===== config.mk =====
export PLATFORM = sky130hd
export DESIGN_NAME = dmem_arbiter
export DESIGN_NICKNAME = d
export VERILOG_FILES = /design/src/rtl/dmem_pkg.sv /design/src/rtl/dmem_arbiter.sv
export SDC_FILE = /design/constraint.sdc
export NUM_CORES = 1
export LEC_CHECK = 0
export ABC_AREA = 0
export BUFFER_PORTS_ARGS = -buffer_cell sky130_fd_sc_hd__buf_2
export CORE_ASPECT_RATIO = 1.25
export CORE_UTILIZATION = 25
export DETAILED_ROUTE_END_ITERATION = 10
export PLACE_DENSITY = 0.63
export SYNTH_ARGS = -nofsm -noshare
export SYNTH_HDL_FRONTEND = slang
export SYNTH_SLANG_ARGS = --single-unit

===== constraint.sdc =====
create_clock -name clk -period 3 [get_ports clk]
set_input_delay 0.45 -clock clk [delete_from_list [all_inputs] [get_ports clk]]
set_output_delay 0.45 -clock clk [all_outputs]
set_load 0.1 [all_outputs]

===== src/rtl/dmem_pkg.sv =====
// Shared definitions for the data-memory arbiter: FSM encoding and MMIO decode.
package dmem_pkg;

    localparam logic [1:0] ST_IDLE   = 2'd0;
    localparam logic [1:0] ST_CPU_RD = 2'd1;
    localparam logic [1:0] ST_LD_RD  = 2'd2;

    localparam int MMIO_BIT = 31;

    // Address bit 31 selects the switch/LED window instead of RAM.
    function automatic logic is_mmio(input logic [31:0] addr);
        return addr[MMIO_BIT];
    endfunction

endpackage


===== src/rtl/dmem_arbiter.sv =====
// Data-memory arbiter: shares one single-port synchronous RAM between the CPU
// load/store port and the loader/debug port, and decodes the switch/LED MMIO
// window. Writes complete in the request cycle; reads spend one extra cycle in
// CPU_RD or LD_RD while the RAM produces its registered output.
module dmem_arbiter
    import dmem_pkg::*;
#(
    parameter int ADDR_W   = 14,
    parameter int MAX_WAIT = 4
) (
    input  logic              clk,
    input  logic              rst,
    input  logic              cpu_mem_read,
    input  logic              cpu_mem_write,
    input  logic [31:0]       cpu_addr,
    input  logic [31:0]       cpu_wdata,
    output logic [31:0]       cpu_rdata,
    output logic              cpu_rvalid,
    output logic              cpu_stall,
    input  logic              ld_req,
    input  logic              ld_we,
    input  logic [ADDR_W-1:0] ld_addr,
    input  logic [31:0]       ld_wdata,
    output logic              ld_gnt,
    output logic [31:0]       ld_rdata,
    output logic              ld_rvalid,
    output logic [ADDR_W-1:0] ram_addr,
    output logic [31:0]       ram_din,
    output logic              ram_we,
    input  logic [31:0]       ram_dout,
    input  logic [15:0]       io_switch,
    output logic [15:0]       led
);

    localparam int CNT_W = $clog2(MAX_WAIT + 1);
    localparam logic [CNT_W-1:0] CNT_MAX = CNT_W'(MAX_WAIT);

    logic [1:0]       state_r;
    logic [CNT_W-1:0] wait_cnt_r;
    logic             rd_mmio_r;
    logic [31:0]      cpu_rdata_r;
    logic [31:0]      ld_rdata_r;
    logic [15:0]      led_r;

    logic cpu_req_s;
    logic idle_s;
    logic ld_wins_s;
    logic cpu_wins_s;
    logic cpu_wr_s;
    logic cpu_rd_s;
    logic mmio_s;
    logic unused_addr_s;

    // Arbitration: CPU by default; loader when the CPU is idle or it has waited MAX_WAIT cycles.
    always_comb begin
        cpu_req_s  = cpu_mem_read | cpu_mem_write;
        idle_s     = (state_r == ST_IDLE);
        mmio_s     = is_mmio(cpu_addr);
        ld_wins_s  = idle_s & ld_req & (~cpu_req_s | (wait_cnt_r == CNT_MAX));
        cpu_wins_s = idle_s & cpu_req_s & ~ld_wins_s;
        // A simultaneous read+write request is served as a write.
        cpu_wr_s   = cpu_wins_s & cpu_mem_write;
        cpu_rd_s   = cpu_wins_s & ~cpu_mem_write;
    end

    // RAM port and handshake outputs; the address follows the CPU unless the loader is granted.
    always_comb begin
        if (ld_wins_s) begin
            ram_addr = ld_addr;
            ram_din  = ld_wdata;
        end else begin
            ram_addr = cpu_addr[ADDR_W-1:0];
            ram_din  = cpu_wdata;
        end
        ram_we     = (ld_wins_s & ld_we) | (cpu_wr_s & ~mmio_s);
        ld_gnt     = ld_wins_s;
        cpu_rvalid = (state_r == ST_CPU_RD);
        ld_rvalid  = (state_r == ST_LD_RD);
        cpu_stall  = cpu_req_s & ~cpu_wr_s & ~cpu_rvalid;
    end

    assign unused_addr_s = ^cpu_addr[MMIO_BIT-1:ADDR_W];

    assign cpu_rdata = cpu_rdata_r;
    assign ld_rdata  = ld_rdata_r;
    assign led       = led_r;

    // Access sequencer: launches reads, captures read data, and updates the LED register.
    always_ff @(posedge clk or negedge rst) begin
        if (!rst) begin
            state_r     <= ST_IDLE;
            rd_mmio_r   <= 1'b0;
            cpu_rdata_r <= 32'h0000_0000;
            ld_rdata_r  <= 32'h0000_0000;
            led_r       <= 16'h0000;
        end else begin
            case (state_r)
                ST_IDLE: begin
                    if (ld_wins_s && !ld_we) begin
                        state_r <= ST_LD_RD;
                    end else if (cpu_rd_s) begin
                        state_r   <= ST_CPU_RD;
                        rd_mmio_r <= mmio_s;
                    end else begin
                        state_r <= ST_IDLE;
                    end
                    if (cpu_wr_s && mmio_s) begin
                        led_r <= cpu_wdata[15:0];
                    end
                end
                ST_CPU_RD: begin
                    // MMIO reads sample the switches here so both read kinds share one latency.
                    if (rd_mmio_r) begin
                        cpu_rdata_r <= {16'h0000, io_switch};
                    end else begin
                        cpu_rdata_r <= ram_dout;
                    end
                    state_r <= ST_IDLE;
                end
                ST_LD_RD: begin
                    ld_rdata_r <= ram_dout;
                    state_r    <= ST_IDLE;
                end
                default: begin
                    state_r <= ST_IDLE;
                end
            endcase
        end
    end

    // Loader starvation counter: counts refused cycles, saturates, clears on grant.
    always_ff @(posedge clk or negedge rst) begin
        if (!rst) begin
            wait_cnt_r <= {CNT_W{1'b0}};
        end else if (ld_gnt) begin
            wait_cnt_r <= {CNT_W{1'b0}};
        end else if (ld_req && (wait_cnt_r != CNT_MAX)) begin
            wait_cnt_r <= wait_cnt_r + CNT_W'(1);
        end else begin
            wait_cnt_r <= wait_cnt_r;
        end
    end

endmodule


==> results.cfg <==
[placed_design]
dp_hpwl_um = 10500
gp_congestion = 0.820
io_buffers = 277

[cts]
clk_latency_ns = 0.34
clock-root-buffer = clkbuf_16
clk_pin_slew_ns = 0.06
post_cts_resized = 0
clkSinkCount = 86
htree_levels = 3
postCtsSetupRepairBufs = 0
cts_buffers = 9
cts_hold_buffers = 0
clk_path_buf_depth = 2
cts_tree = built

[logic_synthesis]
yosysWarnings = 0
yosysUniqueCellTypes = 27
ys_seq_elements = 86
postSynthCellCount = 330
syn-num-nets = 496
syn-cell-area_um2 = 4190
synth.avg_cell_area_um2 = 12.7
synth.yosys.seq_area_share = 0.514

[sta]
timing.final.crit_share = 0.903
finClkSkew_ns = 0.00623
slew_headroom = 0.297
setup_viol = 0
fmax_mhz = 369
setup_tns_ns = 0
hold_viol = 0
rsz0062_at_grt = no
max_slew.worst_pin.slew_ns = 1.05
period_needed_ns = 2.71
maxSlewViolCount = 0

[finish]
multi_input_area_um2 = 1900
regArea_um2 = 2150
fin_nets = 769
syn2layout_area_growth_pct = 49.2
fillerInstances = 1640
drive_gt1_frac = 0.656

[grt]
grt_pass1_vias = 3533
grt_overflow = 0
grt_use_total = 0.154
grt_pass1_wl_um = 19700
antenna_found_initial = 1
grt_max_degree = 65

[routing]
dr.pass1.iters = 4
vias = 3544
wl_um = 13100
vias_per_cell = 4.30
drt-initial-drc-count = 100
drc = 0
routedWlPerCell_um = 15.9
ant_nets = 0

[setup_path]
worst_path_dominant_cell_family = buffers and inverters
cp-end-kind = primary output
reg2reg_depth = 3
path_depth = 7
r2r_setup_slack_ns = 1.18
worstSetupEndpoint = ram_din[6]
cp_cell_sequence = inv_1 -> ha_1 -> o2bb2ai_2 -> nand3_2 -> buf_12 -> mux2_2 -> buf_2
crit_start = wait_cnt_r[0]
worstPathMaxFanout = 48
crit_path_start_kind = flip-flop
r2r_end = cpu_rdata[2]
cp.buffers_inverters = 3
crit_required_ns = 2.55
critPathMaxStageDelay_ns = 0.39
reg2reg_from = rd_mmio_r
worstPathArrival_ns = 2.26
path_class = flip-flop to primary output
slowest_stage = mux2_2

[floorplanning]
die_w_um = 118
initial_core_util = 0.257
io_pins = 295
coreArea_um2 = 16300
row_count = 52
dieArea_um2 = 17300
fp.dieH_um = 147

[hold_path]
hold_class = input port to async pin

[outcome]
run_status = completed

[run]
maxCapViolCount = 0
-- final cells by class --
type                    instances  area share
flip-flops and latches         86       0.344
multi-input cells             217       0.304
repair buffers                283       0.256
well taps                     216      0.0433
clock buffers                  11      0.0373
clock inverters                 4      0.0116
inverters                       6     0.00361
diodes                          1    0.000401
-- cells by family after synthesis --
| group | count (synthesis) | share of synthesized area |
|---|---|---|
| multiplexers | 111 | 0.310 |
| flip-flops | 86 | 0.514 |
| AND/OR/NAND/NOR | 63 | 0.0801 |
| AO/OA/AOI/OAI | 41 | 0.0550 |
| buffers and inverters | 27 | 0.0350 |
| adder cells (fa/ha/maj) | 2 | 0.00598 |
-- worst reg2reg max path: stages (launching register included) --
cell     delay (ns)
dfrtp_1        1.04
buf_4          0.37
mux2i_1        0.20
o21ai_0        0.08
-- metal layers --
layer	track usage	vias to the layer above	wire length, µm
met5	0	-	0
met4	0.0532	0	173
met3	0.0531	12	1200
met2	0.254	190	6250
met1	0.186	1628	5500
li1	-	1714	-
-- cells in the final DEF, fill, tap and decap left out, drive strengths merged --
| cell | synthesis | final |
|---|---|---|
| buf | 16 | 283 |
| mux2 | 95 | 95 |
| dfrtp | 86 | 86 |
| o21ai | 34 | 34 |
| nand2 | 33 | 33 |
| nand2b | 18 | 18 |
| mux2i | 16 | 16 |
| clkbuf | 5 | 11 |
| inv | 6 | 6 |
| nand3 | 3 | 3 |
| o2bb2ai | 3 | 3 |
| and4b | 2 | 2 |
| ha | 2 | 2 |
| bufinv | 0 | 2 |
| nor2 | 2 | 2 |
| nor3 | 2 | 2 |
| diode | 0 | 1 |
| nor2b | 1 | 1 |
| a32oi | 1 | 1 |
| a31oi | 1 | 1 |
| nand4 | 1 | 1 |
| o211ai | 1 | 1 |
| nor4 | 1 | 1 |
| a21oi | 1 | 1 |
| clkinvlp | 0 | 1 |
| clkinv | 0 | 1 |
-- Yosys cell counts --
master | count | area (µm²)
buf_6 | 4 | 45.0
nand4_4 | 1 | 21.3
nand2_1 | 33 | 124
clkbuf_1 | 5 | 18.8
inv_1 | 6 | 22.5
nor4_1 | 1 | 6.26
o211ai_1 | 1 | 7.51
nor3_1 | 2 | 10.0
nor2_1 | 1 | 3.75
o2bb2ai_1 | 2 | 17.5
and4b_1 | 2 | 20.0
nand3_2 | 1 | 10.0
ha_1 | 2 | 25.0
nand2b_1 | 18 | 113
nor2b_1 | 1 | 6.26
a21oi_1 | 1 | 5.00
buf_2 | 12 | 60.1
a32oi_1 | 1 | 8.76
mux2_4 | 18 | 270
o21ai_0 | 34 | 170
nor2_4 | 1 | 11.3
o2bb2ai_2 | 1 | 15.0
mux2_2 | 77 | 867
a31oi_1 | 1 | 6.26
nand3_1 | 2 | 10.0
dfrtp_1 | 86 | 2150
mux2i_1 | 16 | 160
-- flip-flops by register name (all words and copies together) (netlist names) --
name	cells
state_r	2
rd_mmio_r	1
ld_rdata	32
wait_cnt_r	3
cpu_rdata	32
led	16
-- worst min path at each step --
stage,from,endpoint
2_1_floorplan,rst,cpu_rdata[0]
3_3_place_gp,cpu_rdata[3],cpu_rdata[3]
3_5_place_dp,cpu_rdata[14],cpu_rdata[14]
4_1_cts,rst,ld_rdata[20]
5_1_grt,ld_we,state_r[1]
6_report,rst,ld_rdata[20]
-- metrics by stage --
stage               cell area [µm²]  instances  hold slack [ns]  setup WS, ns  utilization
floorplan                      4190        330            0.154         0.136            -
global route                   6240        823            0.255         0.178        0.384
CTS                            6240        823            0.230         0.266        0.384
finish                         6250        824            0.199         0.290        0.384
detailed placement             5940        808            0.465         0.652        0.365
global placement               5940        808            0.458         0.666        0.365
Power is left out: the tool's default activity adds up to more than one toggle a clock period on the data nets, which glitch-free logic cannot reach.
